`config.mk`:
```
export PLATFORM = sky130hd
export DESIGN_NAME = wb_stage
export DESIGN_NICKNAME = d
export VERILOG_FILES = /design/src/rtl/riscv_pkg.sv /design/src/rtl/load_align.sv /design/src/rtl/wb_stage.sv
export SDC_FILE = /design/constraint.sdc
export NUM_CORES = 1
export LEC_CHECK = 0
export BUFFER_PORTS_ARGS = -buffer_cell sky130_fd_sc_hd__buf_2
export CAP_MARGIN = 5
export CORE_MARGIN = 2
export CORE_UTILIZATION = 35
export DETAILED_ROUTE_END_ITERATION = 8
export PLACE_DENSITY_LB_ADDON = 0.3
export SLEW_MARGIN = 20
export SYNTH_ARGS = -nofsm -noshare
export SYNTH_HDL_FRONTEND = slang
export SYNTH_HIERARCHICAL = 1
export SYNTH_SLANG_ARGS = --single-unit
```
`constraint.sdc`:
```
create_clock -name clk -period 2.8 [get_ports clk]
set_input_delay 0.28 -clock clk [delete_from_list [all_inputs] [get_ports clk]]
set_output_delay 0.28 -clock clk [all_outputs]
set_load 0.05 [all_outputs]
```
`src/rtl/riscv_pkg.sv`:
```
// rtl/riscv_pkg.sv - writeback select and load-size encodings shared by the wb stage
package riscv_pkg;

  localparam int XLEN_DEF = 32;

  // Result source for the register file write
  localparam logic [1:0] WB_SEL_ALU  = 2'b00;
  localparam logic [1:0] WB_SEL_LOAD = 2'b01;
  localparam logic [1:0] WB_SEL_PC4  = 2'b10;

  // Load size / sign (funct3)
  localparam logic [2:0] LD_LB  = 3'b000;
  localparam logic [2:0] LD_LH  = 3'b001;
  localparam logic [2:0] LD_LW  = 3'b010;
  localparam logic [2:0] LD_LBU = 3'b100;
  localparam logic [2:0] LD_LHU = 3'b101;

  // Fields carried in the MEM/WB pipeline register
  typedef struct packed {
    logic        regwrite;
    logic [4:0]  rd;
    logic [1:0]  wb_sel;
    logic [2:0]  funct3;
    logic [31:0] alu_result;
    logic [31:0] load_data;
    logic [31:0] pc_plus4;
  } wb_fields_t;

endpackage

```
`src/rtl/load_align.sv`:
```
// rtl/load_align.sv - picks and extends the byte/half/word addressed by a load
module load_align
  import riscv_pkg::*;
(
  input  logic [31:0] word,
  input  logic [1:0]  off,
  input  logic [2:0]  funct3,
  output logic [31:0] data
);

  logic [7:0]  byte_sel;
  logic [15:0] half_sel;

  // Byte chosen by the full offset, half chosen by off[1] only
  always_comb begin
    byte_sel = word[{off, 3'b000} +: 8];
    half_sel = off[1] ? word[31:16] : word[15:0];
  end

  // Extension by load type; unknown funct3 passes the raw word through
  always_comb begin
    data = word;
    case (funct3)
      LD_LB:   data = {{24{byte_sel[7]}}, byte_sel};
      LD_LBU:  data = {24'h0, byte_sel};
      LD_LH:   data = {{16{half_sel[15]}}, half_sel};
      LD_LHU:  data = {16'h0, half_sel};
      LD_LW:   data = word;
      default: data = word;
    endcase
  end

endmodule

```
`src/rtl/wb_stage.sv`:
```
// rtl/wb_stage.sv - MEM/WB register, writeback mux, retire counter; WB_BYPASS_EN adds decode bypass
module wb_stage
  import riscv_pkg::*;
#(
  parameter int XLEN  = 32,
  parameter int CNT_W = 64
) (
  input  logic             clk,
  input  logic             reset_n,
  input  logic             stall,
  input  logic             flush,
  input  logic             mem_valid,
  input  logic             mem_regwrite,
  input  logic [4:0]       mem_rd_addr,
  input  logic [1:0]       mem_wb_sel,
  input  logic [2:0]       mem_funct3,
  input  logic [XLEN-1:0]  mem_alu_result,
  input  logic [XLEN-1:0]  mem_load_data,
  input  logic [XLEN-1:0]  mem_pc_plus4,
  output logic [4:0]       rd_addr,
  output logic             Regwrite,
  output logic [XLEN-1:0]  Write_data,
  input  logic [4:0]       rs1_addr,
  input  logic [4:0]       rs2_addr,
  input  logic [XLEN-1:0]  rf_rdata1,
  input  logic [XLEN-1:0]  rf_rdata2,
  output logic [XLEN-1:0]  byp_rdata1,
  output logic [XLEN-1:0]  byp_rdata2,
  output logic [CNT_W-1:0] instret_count
);

  logic        wb_valid;
  wb_fields_t  wb;
  logic        retire;
  logic [31:0] load_ext;

  assign retire   = wb_valid & ~stall;
  assign Regwrite = retire & wb.regwrite & (wb.rd != 5'd0);
  assign rd_addr  = wb.rd;

  // Pipeline register: reset > flush > stall(hold) > capture; counter tracks retires
  always_ff @(posedge clk) begin
    if (!reset_n) begin
      wb_valid      <= 1'b0;
      wb            <= '0;
      instret_count <= '0;
    end else begin
      if (retire) begin
        instret_count <= instret_count + CNT_W'(1);
      end
      if (flush) begin
        wb_valid <= 1'b0;
      end else if (!stall) begin
        wb_valid      <= mem_valid;
        wb.regwrite   <= mem_regwrite;
        wb.rd         <= mem_rd_addr;
        wb.wb_sel     <= mem_wb_sel;
        wb.funct3     <= mem_funct3;
        wb.alu_result <= mem_alu_result;
        wb.load_data  <= mem_load_data;
        wb.pc_plus4   <= mem_pc_plus4;
      end
    end
  end

  load_align u_load_align (
    .word   (wb.load_data),
    .off    (wb.alu_result[1:0]),
    .funct3 (wb.funct3),
    .data   (load_ext)
  );

  // Writeback source select; the reserved encoding writes zero
  always_comb begin
    Write_data = '0;
    case (wb.wb_sel)
      WB_SEL_ALU:  Write_data = wb.alu_result;
      WB_SEL_LOAD: Write_data = load_ext;
      WB_SEL_PC4:  Write_data = wb.pc_plus4;
      default:     Write_data = '0;
    endcase
  end

`ifdef WB_BYPASS_EN
  // Forward the write happening this cycle to a matching decode read (x0 never forwarded)
  always_comb begin
    byp_rdata1 = rf_rdata1;
    byp_rdata2 = rf_rdata2;
    if (Regwrite && rs1_addr == rd_addr && rs1_addr != 5'd0) byp_rdata1 = Write_data;
    if (Regwrite && rs2_addr == rd_addr && rs2_addr != 5'd0) byp_rdata2 = Write_data;
  end
`else
  logic unused_rs;
  assign unused_rs = ^{rs1_addr, rs2_addr};

  // Without bypass the register file data goes straight through
  always_comb begin
    byp_rdata1 = rf_rdata1;
    byp_rdata2 = rf_rdata2;
  end
`endif

endmodule
```
==> flow_summary.ini, run 1 <==
[synthesis]
synthSimpleGateAreaFrac_pct = 24.1
synth_compound_gate_area_share_pct = 17.6
synth_xor_area_share_pct = 3.41
syn_nets = 1295
syn_avg_cell_area_um2 = 7.89
yosysWarningCount = 6
synth_fa_ha_area_share_pct = 0.143
synth_edf_count = 0
synth-async-reset-ratio_pct = 0
synthMuxAreaShare_pct = 5.50
synthFlopType = dfxtp_1
synth_seq_cells = 172
synth_cell_types = 51
postSynthCellCount = 1108
synth_area_um2 = 8740
synth_top_family_by_area = simple AND/OR/NAND/NOR gates
yosysSeqAreaShare_pct = 39.4

[timing]
rsz0062_at_grt = false
fin_tns_setup_ns = 0
slew_headroom_pct = 53.6
worst_pin_slew_ns = 0.694
worst_slack_ns = 0.0985
finalSetupViolCount = 0
finalMaxSlewViolations = 0
final_hold_viol_count = 0
skew_ns = 0.0161
fin_crit_ns = 2.70
period_share_pct = 96.5
fin_hold_ws_ns = 0.0771
fmax_mhz = 370

[cts]
tritoncts = done
htree_levels = 4
clk_latency_ns = 0.44
cts_buffers = 17
clkTransAtPathRegs_ns = 0.07
clk_path_buf_depth = 2
cts-root-buf = clkbuf_16
cts_sinks = 172

[critical_path]
crit_path_end_kind = output pin
critical_path_required_ns = 2.52
path_class = flip-flop to output pin
reg2reg_setup_slack_ns = 0.16
startpoint_type = flip-flop
critPathMaxFanout = 16
crit_arrival_ns = 2.42

[grt]
first_global_vias = 7459
grt_overflow = 0
antenna_found_initial = 9
grt_pass1_wl_mm = 40.6
grt_max_degree = 64
grt_use_total_pct = 19.5

[place]
gp_congestion = 0.868
place_hpwl_mm = 19.2
dp_slack_ns = 0.103
io_buffers = 213

[route]
viasPerCell = 5.08
drt-initial-drc-count = 534
via_count = 7996
first_pass_iters = 5
drt-total-wl_mm = 26.1
final_antenna_net_count = 0
drc_errors = 0
wire_per_inst_um = 16.6

[floorplan]
num_rows = 57
core_um2 = 24400
die-area_um2 = 26200
initial_core_util_pct = 35.8
die_width_um = 162
io_pins = 352
die_h_um = 162

[worst_hold_path]
hold_path.class = primary input to flip-flop

[power]
leakagePower_uw = 0.00400
peakVddDrop_mv = 0.385
cellPowerDensity_nw_per_um2 = 542

[layout]
utilization_pct = 42.5
final_common_cell = nand2_1
final_cell_mix = nand2_1 (281), buf_2 (211), dfxtp_1 (159)
drive_gt1_share_pct = 25.9
fillers = 2533
areaGrowthSynthToFinish_pct = 18.7
final_nets = 1421

[outcome]
status = finished, final reports clean

[run]
max_cap_violations = 0
path summary, 6_finish.rpt:
| path | start | depth (start not counted) | to |
|---|---|---|---|
| worst max-delay path | wb[96] | 6 | Write_data[25] |
| worst min-delay path | mem_load_data[22] | 3 | wb[54] |
| worst max register to register | instret_count[0] | 6 | instret_count[58] |
| worst min register to register | wb[95] | 2 | wb[95] |
kinds of logic after synthesis:
group           count (synthesis)
xor+xnor                       34
simple gates                  464
compound gates                241
flops                         172
fa+ha+maj                       1
buf+inv                       149
mux                            47
cells in the mapped netlist (6+ instances only):
master     count  area share [%]
clkbuf_1      54             2.3
inv_1          6            0.26
a221o_1        6            0.69
a2bb2oi_1      6            0.60
buf_1         10            0.43
nand2_1      281              12
o21ai_0       17            0.97
dfxtp_1      172              39
mux2i_1       42             4.8
nor4_1        11            0.79
xor2_1        13             1.3
nand4_1       24             1.7
nor2b_1       11            0.79
nand3_1       17            0.97
nor2_1        48             2.1
or4_1         13             1.1
and3_1         7            0.50
a2bb2oi_2     14             2.4
or3_1         20             1.4
nor3_1         8            0.46
o31ai_1        9            0.77
a21oi_1      140             8.0
and4_1         6            0.60
buf_4         72             6.2
xnor2_1       21             2.1
o22ai_1       32             2.3
state kept, by name (all words and copies together) (netlist names):
name and count:
wb 102, wb_valid 1, instret_count 64, rd_addr 5
per-stage QoR:
| stage | std cells | total power, uW | instance area (um2) |
|---|---|---|---|
| 2_1_floorplan | 1108 | 3300 | 8750 |
| 3_3_place_gp | 1537 | 3280 | 9740 |
| 3_5_place_dp | 1537 | 3290 | 9740 |
| 4_1_cts | 1567 | 5680 | 10300 |
| 5_1_grt | 1572 | 5840 | 10400 |
| 6_report | 1574 | 5620 | 10400 |
critical path, cell delays in order (launching register included):
cell	delay, ns
dfxtp_2	0.44
inv_1	0.21
o31a_4	0.48
a2bb2oi_1	0.23
mux2i_1	0.13
o22ai_1	0.20
buf_2	0.29
where the power goes:
part	internal, uW	total (uW)	switching (uW)
Sequential	2520	2590	74.5
Clock	1330	2390	1060
Combinational	240	642	402
timing repair:
item | CTS | global route
resized for setup | 3 | 7
pin swaps | 0 | 2
setup buffers | 0 | 2
hold endpoints to repair | 0 | 0
hold buffers | 0 | 0
endpoints found under the setup margin | 15 | 10
area by class of cell:
type	instances	area (um2)	area share (%)
Multi-Input combinational cell	787	4450	42.9
Tap cell	324	405	3.91
Sequential cell	172	3460	33.4
Clock buffer	17	425	4.10
Timing Repair Buffer	248	1420	13.7
Antenna cell	5	12.5	0.121
Inverter	8	32.5	0.314
Clock inverter	13	156	1.51
layer usage:
metal / share of wire, % / global-route usage, %
met2: 45 / 30.0
met5: 0.18 / 0
met4: 2.2 / 6.92
met3: 6.5 / 5.92
met1: 46 / 25.9
Note: power is estimated with default switching activity, not from simulation.
==> run 2: changes to the inputs <==
Settings changed: BUFFER_PORTS_ARGS -buffer_cell sky130_fd_sc_hd__buf_2 to not set, DONT_BUFFER_PORTS set to 1.
==> run 2 against run 1 <==
Effect of this change:
- hold slack lost 0.065 ns
- critical endpoint is now instret_count[60]
- setup slack worse by 0.023 ns
- largest cell class unchanged
- sequential power about the same
- non-clock buffer count down 30
- power grew 0.15%
- first-iteration DRC count is 11% higher
- largest power group unchanged
- clock skew barely moved
==> flow_summary.ini, run 2 (same netlist as run 1, synthesis figures left out) <==
[outcome]
status = finished, final reports clean

[cts]
clk_path_buf_depth = 2
htree_levels = 4
cts_buffers = 17
clk_latency_ns = 0.44
cts-root-buf = clkbuf_16
cts_sinks = 172
tritoncts = done
clkTransAtPathRegs_ns = 0.08
post_cts_buffers = 0

[floorplan]
die_h_um = 162
die_width_um = 162
die-area_um2 = 26200
initial_core_util_pct = 35.8
io_pins = 352
core_um2 = 24400
num_rows = 57

[layout]
multi_input_comb_area_um2 = 4450
drive_gt1_share_pct = 16.3
fillers = 2395
largest_register = wb
final_nets = 1391
utilization_pct = 44.6
final_cell_mix = nand2_1 (281), dfxtp_1 (160), a21oi_1 (140)
regArea_um2 = 3460
areaGrowthSynthToFinish_pct = 24.5
largest_reg_flops = 102
final_common_cell = nand2_1

[power]
cellPowerDensity_nw_per_um2 = 518
intPower_uw = 4020
power_switching_uw = 1610
finalPower_uw = 5630
seqPwrFrac_pct = 46.2
leakagePower_uw = 0.00387
p_comb_share_pct = 12.1
peakVddDrop_mv = 0.392
p_clk_share_pct = 41.7
switching_share_pct = 28.6

[worst_hold_path]
hold_path.class = primary input to flip-flop
min_to = wb[32]
hold_start = mem_load_data[0]
min_path_cells = 2

[route]
drt-total-wl_mm = 27.1
final_antenna_net_count = 0
via_count = 8057
drt-initial-drc-count = 594
wire_per_inst_um = 17.5
drc_errors = 0
first_pass_iters = 5
viasPerCell = 5.21

[timing]
worst_pin_slew_ns = 0.701
rsz0062_at_grt = false
fin_hold_ws_ns = 0.0117
fin_tns_setup_ns = 0
skew_ns = 0.0165
finalSetupViolCount = 0
fin_crit_ns = 2.72
final_hold_viol_count = 0
fmax_mhz = 367
slew_headroom_pct = 53.3
finalMaxSlewViolations = 0
period_share_pct = 97.3

[grt]
antenna_found_initial = 7
grt_max_degree = 108
grt_overflow = 0
use_met1_pct = 25.6
grt_use_total_pct = 20.4
grt_pass1_wl_mm = 42.3
first_global_vias = 7781
grt-busiest-layer = met2
use_met2_pct = 33.7
groute.layer.met3.usage_pct = 6.03

[critical_path]
crit_start = instret_count[1]
critPathMaxFanout = 17
crit_path_frequent_cell = or4_1
critical_path_required_ns = 3.17
reg2reg_from = instret_count[1]
startpoint_type = flip-flop
reg2reg_setup_slack_ns = 0.08
cp_cell_sequence = ha_1 > nand4b_1 > or4_4 > or4_1 > buf_4 > or4_1 > a21oi_1
crit_path_end_kind = flip-flop
path_class = flip-flop to flip-flop
regToRegEndpoint = instret_count[60]
r2r.worst_path.cells = 7
slowest_delay_ns = 0.60
critPathSlowestCell = or4_4
crit_arrival_ns = 3.10

[run]
max_cap_violations = 0

[place]
place_hpwl_mm = 19.3
gp_congestion = 0.859
io_buffers = 0
## run 2: changes by cell type in the layout (fill, tap and decap cells not counted), moves of 3 or more
cell / change
dlygate4sd3_1: +96
inv_6: -5
buf_12: -3
inv_8: +5
buf_2: -211
buf_4: +89
## run 2: timing repair
action / in CTS / in global routing
gates resized for setup: 0 / 4
endpoints found under the setup margin: 0 / 6
hold buffers: 96 / 0
hold endpoints to repair: 100 / 0
## run 2: power by group through the flow
stage | registers [uW] | logic [uW] | clock network, uW
finish | 2600 | 682 | 2350
global route | 2610 | 732 | 2490
CTS | 2600 | 681 | 2410
detailed placement | 2660 | 563 | 0
global placement | 2650 | 556 | 0
floorplan | 2610 | 691 | 0
## run 2: critical path, delay by kind of cell, from the launching register on
kind,cells,cell delay [ns]
and+or+nand+nor,4,1.80
DFF,1,0.33
buffers and inverters,1,0.21
adders and majority gates,1,0.18
AOI/OAI and AO/OA,1,0.15
## run 2: cell type report
type	count	area share (%)
Multi-Input combinational cell	787	40.9
Antenna cell	6	0.138
Timing Repair Buffer	218	17.7
Clock inverter	14	1.37
Inverter	8	0.299
Sequential cell	172	31.8
Tap cell	324	3.73
Clock buffer	18	4.04
## run 2: metrics by stage
step	setup slack [ns]	instance area, um2	std cells
3_3_place_gp	0.160	9310	1413
3_5_place_dp	0.118	9310	1413
2_1_floorplan	0.00349	8750	1108
4_1_cts	0.0210	10900	1541
5_1_grt	0.0174	10900	1546
6_report	0.0751	10900	1547
## run 2: per-layer routing
metal / vias up / part of all wire (%)
met3: 49 / 7.2
li1: 3979 / -
met2: 246 / 47
met4: 2 / 2.0
met5: - / 0.048
met1: 3781 / 43
## run 2: worst max path at each step
stage | to | slack (ns) | cells after the start
after detailed placement | instret_count[46] | 0.12 | 7
after floorplan | instret_count[60] | 0.003 | 6
after global routing | instret_count[46] | 0.02 | 7
after global placement | instret_count[46] | 0.16 | 7
after CTS | Write_data[11] | 0.02 | 7
final | instret_count[60] | 0.08 | 7
